`src/rtl/dbus_arbiter.sv`:
```
// ----------------------------------------------------------------------------
// dbus_pkg / dbus_arbiter
//
// Purpose : two-port to one-port data-bus arbiter. Port 0 carries memory-stage
//           (data) requests, port 1 carries fetch requests in the same dbus
//           format. Exactly one downstream transaction is outstanding at a
//           time: the winning request is copied into a holding register,
//           issued during ADDR, and its response is routed back to the port
//           that won.
//
// Ports   : clk      - system clock, all state on the rising edge
//           resetn   - asynchronous active-low reset
//           m0_req   - port 0 (data) request          m0_resp - port 0 response
//           m1_req   - port 1 (fetch) request         m1_resp - port 1 response
//           out_req  - shared downstream request      out_resp - downstream response
//
// Params  : RR_MODE  - 0: ties go to port 0; 1: ties go to the port that did
//                      not win last time.
// ----------------------------------------------------------------------------
`timescale 1ns/1ps

package dbus_pkg;
    localparam logic [2:0] MSIZE1 = 3'd0;
    localparam logic [2:0] MSIZE2 = 3'd1;
    localparam logic [2:0] MSIZE4 = 3'd2;

    typedef struct packed {
        logic        valid;
        logic [31:0] addr;
        logic [2:0]  size;
        logic [3:0]  strobe;
        logic [31:0] data;
    } dbus_req_t;

    typedef struct packed {
        logic        addr_ok;
        logic        data_ok;
        logic [31:0] data;
    } dbus_resp_t;
endpackage

module dbus_arbiter
    import dbus_pkg::*;
#(
    parameter int unsigned RR_MODE = 0
) (
    input  logic       clk,
    input  logic       resetn,
    input  dbus_req_t  m0_req,
    output dbus_resp_t m0_resp,
    input  dbus_req_t  m1_req,
    output dbus_resp_t m1_resp,
    output dbus_req_t  out_req,
    input  dbus_resp_t out_resp
);

    typedef enum logic [1:0] {
        IDLE,
        ADDR,
        DATA
    } state_t;

    state_t     r_state;
    dbus_req_t  r_hold;
    logic       r_grant_id;
    logic       r_last_grant;

    logic       w_any;
    logic       w_win;
    dbus_req_t  w_win_req;
    dbus_resp_t w_resp;

    // Arbitration: a lone requester always wins; a tie goes to port 0 or,
    // in round-robin mode, to the port that did not win the previous grant.
    always_comb begin
        w_any = m0_req.valid | m1_req.valid;
        if (m0_req.valid && m1_req.valid) begin
            w_win = (RR_MODE != 0) ? ~r_last_grant : 1'b0;
        end else begin
            w_win = ~m0_req.valid;
        end
        w_win_req = w_win ? m1_req : m0_req;
    end

    always_ff @(posedge clk or negedge resetn) begin
        if (!resetn) begin
            r_state      <= IDLE;
            r_hold       <= '0;
            r_grant_id   <= 1'b0;
            r_last_grant <= 1'b1;
        end else begin
            case (r_state)
                IDLE: begin
                    if (w_any) begin
                        r_hold       <= w_win_req;
                        r_grant_id   <= w_win;
                        r_last_grant <= w_win;
                        r_state      <= ADDR;
                    end
                end
                ADDR: begin
                    // data_ok without addr_ok is spurious and ignored here.
                    if (out_resp.addr_ok) begin
                        if (out_resp.data_ok) begin
                            r_state <= IDLE;
                        end else begin
                            r_state <= DATA;
                        end
                    end
                end
                DATA: begin
                    if (out_resp.data_ok) begin
                        r_state <= IDLE;
                    end
                end
                default: r_state <= IDLE;
            endcase
        end
    end

    // The downstream request comes only from the holding register, so later
    // changes on the requesting port cannot disturb an issued transaction.
    always_comb begin
        out_req = '0;
        if (r_state == ADDR) begin
            out_req       = r_hold;
            out_req.valid = 1'b1;
        end
    end

    // Response pass-through, qualified by phase so stray handshakes never
    // reach either port.
    always_comb begin
        w_resp = '0;
        case (r_state)
            ADDR: begin
                w_resp.addr_ok = out_resp.addr_ok;
                if (out_resp.addr_ok && out_resp.data_ok) begin
                    w_resp.data_ok = 1'b1;
                    w_resp.data    = out_resp.data;
                end
            end
            DATA: begin
                if (out_resp.data_ok) begin
                    w_resp.data_ok = 1'b1;
                    w_resp.data    = out_resp.data;
                end
            end
            default: w_resp = '0;
        endcase
        m0_resp = r_grant_id ? '0 : w_resp;
        m1_resp = r_grant_id ? w_resp : '0;
    end

endmodule

```
`config.mk`:
```
export PLATFORM = sky130hd
export DESIGN_NAME = dbus_arbiter
export DESIGN_NICKNAME = d
export VERILOG_FILES = /design/src/rtl/dbus_arbiter.sv
export SDC_FILE = /design/constraint.sdc
export NUM_CORES = 1
export LEC_CHECK = 0
export CAP_MARGIN = 20
export CORE_AREA = 2 2 126 128
export DETAILED_ROUTE_END_ITERATION = 12
export DIE_AREA = 0 0 128 130
export PLACE_DENSITY = 0.73
export SLEW_MARGIN = 25
export SYNTH_ARGS = -nofsm -noshare
export SYNTH_HDL_FRONTEND = slang
export SYNTH_SLANG_ARGS = --single-unit
```
`constraint.sdc`:
```
create_clock -name clk -period 3.14 [get_ports clk]
set_clock_uncertainty 0.1 [all_clocks]
set_input_delay 0.942 -clock clk [delete_from_list [all_inputs] [get_ports clk]]
set_output_delay 0.942 -clock clk [all_outputs]
set_load 0.01 [all_outputs]
```
==> metrics.md <==
| Metric | Value |
|---|---|
| GPL Wtd Cong | 0.888 |
| Post-Place Setup Slack | -0.578 ns |
| Starting Density | 29.2% |
| Final setup fails | 0 |
| Compound-gate portion of the synthesized area | 9.07% |
| Commonest non-fill, non-tap cells in the layout | 247 x clkdlybuf4s50_1, 135 x and2_1, 74 x dfrtp_1, 73 x nand2_1, 72 x mux2i_1 |
| # IOs | 320 |
| Arrival time at the worst endpoint | 2.01 ns |
| Leakage | 3.61 nW |
| Yosys cell types | 27 |
| Final number of hold-violating endpoints | 0 |
| PD cells | 692 nW/µm² |
| Hold buffers post-CTS | 0 |
| Cell row count | 46 |
| Pins Over Slew Limit | 0 |
| Slew headroom | 66.7% |
| Post-route cell area | 8110 µm² |
| Buf/Inv on CP | 4 |
| Reg clk slew, reported paths | 0.06 ns |
| Slowest cell on crit path | dfrtp_1 |
| CP startpoint kind | flip-flop |
| H-tree depth reported by CTS | 3 |
| Die height | 130 µm |
| Synth warn | 0 |
| Layout Cells excl Fill | 990 |
| Simple-Gate Fraction of Synth Area | 26.6% |
| Total track usage | 17.8% |
| Final #Nets | 974 |
| Synth Area per Inst | 9.33 µm² |
| DR WL/cell | 15.2 µm |
| Post-DRT Antenna Nets | 0 |
| CP endpoint kind | output pin |
| Vias in the first global route | 4168 |
| Layout cells sized above 1 | 9.30% |
| Largest net degree at the start of global routing | 89 |
| First-pass GRT wire length | 22700 µm |
| Primary FF master, synth | dfrtp_1 |
| Placed cells | 966 |
| DR iter-0 viols | 83 |
| Die Footprint | 16600 µm² |
| Final core occ | 52.6% |
| Maximum VDD drop | 0.000351 V |
| Fmax | 327 MHz |
| Delay-heaviest family, CP | buffers and inverters |
| CTS tree | done |
| CTS buffer count | 9 |
| Gate Count Post-Synth | 482 |
| Setup Crit Path Kind | reg2out |
| Residual DRC count | 0 |
| Clk sinks | 74 |
| Multiplexer share of the synthesized area | 16.0% |
| Largest family of logic cells by synthesized area | simple AND/OR/NAND/NOR gates |
| Hpwl dp | 11800 µm |
| Register Area | 1850 µm² |
| Fill count | 1473 |
| RSZ-0062 raised after global routing | false |
| Post-synthesis adder-cell area fraction | 0.834% |
| Multi-input logic area | 2410 µm² |
| Asr flop ratio synth | 100% |
| Post-synthesis sequential area ratio | 41.2% |
| Area growth syn-to-layout | 80.2% |
| Design Power | 5.61 mW |
| Crit-path max FO | 17 |
| HP Class | reg2reg |
| Dpl cell area | 7800 µm² |
| Port Buffers | 319 |
| Sum Neg Setup Slack | 0 ns |
| Yosys reg bits | 74 |
| Vias/cell | 4.36 |
| Post-Syn Area | 4500 µm² |
| EDFF count, synth | 0 |
| Final WL | 15000 µm |
| Via count | 4315 |
| Syn nets | 665 |
| Setup ws final | 0.0861 ns |
| Final worst path period share | 97.3% |
| Area of the core | 15400 µm² |
| Crit path time final | 3.05 ns |
| CP max stage delay | 0.43 ns |
| Post-synthesis xor/xnor area fraction | 0% |
| Root Driver | clkbuf_16 |
| Outcome | finished, final reports clean |
| Worst Tran Pin Value | 0.499 ns |
| First-pass DRT Iterations | 4 |
| Most common cell after layout, fill and taps aside | clkdlybuf4s50_1 |
| Clock Tree Buf Depth | 2 |
| Skew-Pair Late Insertion Delay | 0.32 ns |
| WHS | 0.370 ns |
| Initial antenna violation count | 3 |
| MaxCap Viol Count | 0 |
| Die width | 128 µm |
| Total gr overflow | 0 |
| Cell Chain, Critical Path | inv_2 -> ha_4 -> nand2_4 -> nor3b_4 -> buf_4 -> buf_12 -> and2_1 -> clkdlybuf4s15_2 |
| Critical Path RT | 2.10 ns |
-- state kept, by name, summed over array words and instances (netlist names) --
signal      flops
r_hold         71
r_grant_id      1
r_state         2
-- area by class of cell --
cell class / instances / share of cell area [%]
inverters: 2 / 0.0926
multi-input cells: 369 / 29.7
repair buffers: 335 / 41.1
flip-flops and latches: 74 / 22.8
well taps: 192 / 2.96
clock inverters: 5 / 0.386
diodes: 2 / 0.0617
clock buffers: 11 / 2.87
-- Yosys cell counts (2+ instances only) --
| master | number | share of area (%) |
|---|---|---|
| buf_6 | 4 | 1.0 |
| nand2_1 | 74 | 6.2 |
| clkbuf_2 | 2 | 0.22 |
| o21ai_1 | 19 | 2.1 |
| mux2i_1 | 72 | 16 |
| dfrtp_1 | 74 | 41 |
| buf_8 | 7 | 2.3 |
| and2_1 | 135 | 19 |
| inv_1 | 2 | 0.17 |
| buf_2 | 5 | 0.56 |
| clkbuf_1 | 14 | 1.2 |
| ha_1 | 3 | 0.83 |
| buf_4 | 5 | 0.83 |
| o21ai_0 | 53 | 5.9 |
-- worst reg2reg max path, stage by stage (launching register included) --
cell and delay, ns:
dfrtp_1 0.43, inv_2 0.09, ha_4 0.18, o21ai_4 0.07
buf_4 0.45, o21ai_0 0.19
-- report_power, final --
part / switching [mW] / internal, mW / leakage (nW)
sequential: 0.215 / 1.43 / 0.910
clock: 0.390 / 0.532 / 0.129
combinational: 1.43 / 1.61 / 2.58
-- metal layers --
layer / vias up / global-route usage [%] / share of wire (%)
li1: 2203 / - / -
met5: - / 0 / 0.080
met1: 1898 / 18.0 / 35
met4: 2 / 7.11 / 2.3
met3: 16 / 6.15 / 8.8
met2: 196 / 33.8 / 54
-- timing repair --
item                       CTS  global route
setup buffers                4             0
pin swaps                    4             2
setup endpoints to repair   76            92
cloned                       2             0
resized for setup          160            29
-- logic make-up after synthesis --
family | Yosys count
multiplexers | 72
AND/OR/NAND/NOR | 218
flip-flops | 74
adder cells (fa/ha/maj) | 3
buffers and inverters | 39
AO/OA/AOI/OAI | 76
-- final timing paths --
kind / slack (ns) / endpoint / from / cells after the start
max in group asynchronous: 1.87 / r_hold[56] / resetn / 2
worst max register to register: 1.48 / r_hold[56] / r_state[0] / 5
worst max-delay path: 0.09 / m1_resp[22] / r_state[0] / 8
min in group asynchronous: 0.48 / r_hold[7] / resetn / 1
worst min register to register: 0.37 / r_hold[6] / r_hold[6] / 2
worst min-delay path: 0.37 / r_hold[6] / r_hold[6] / 2
(Power assumes the default switching activity.)
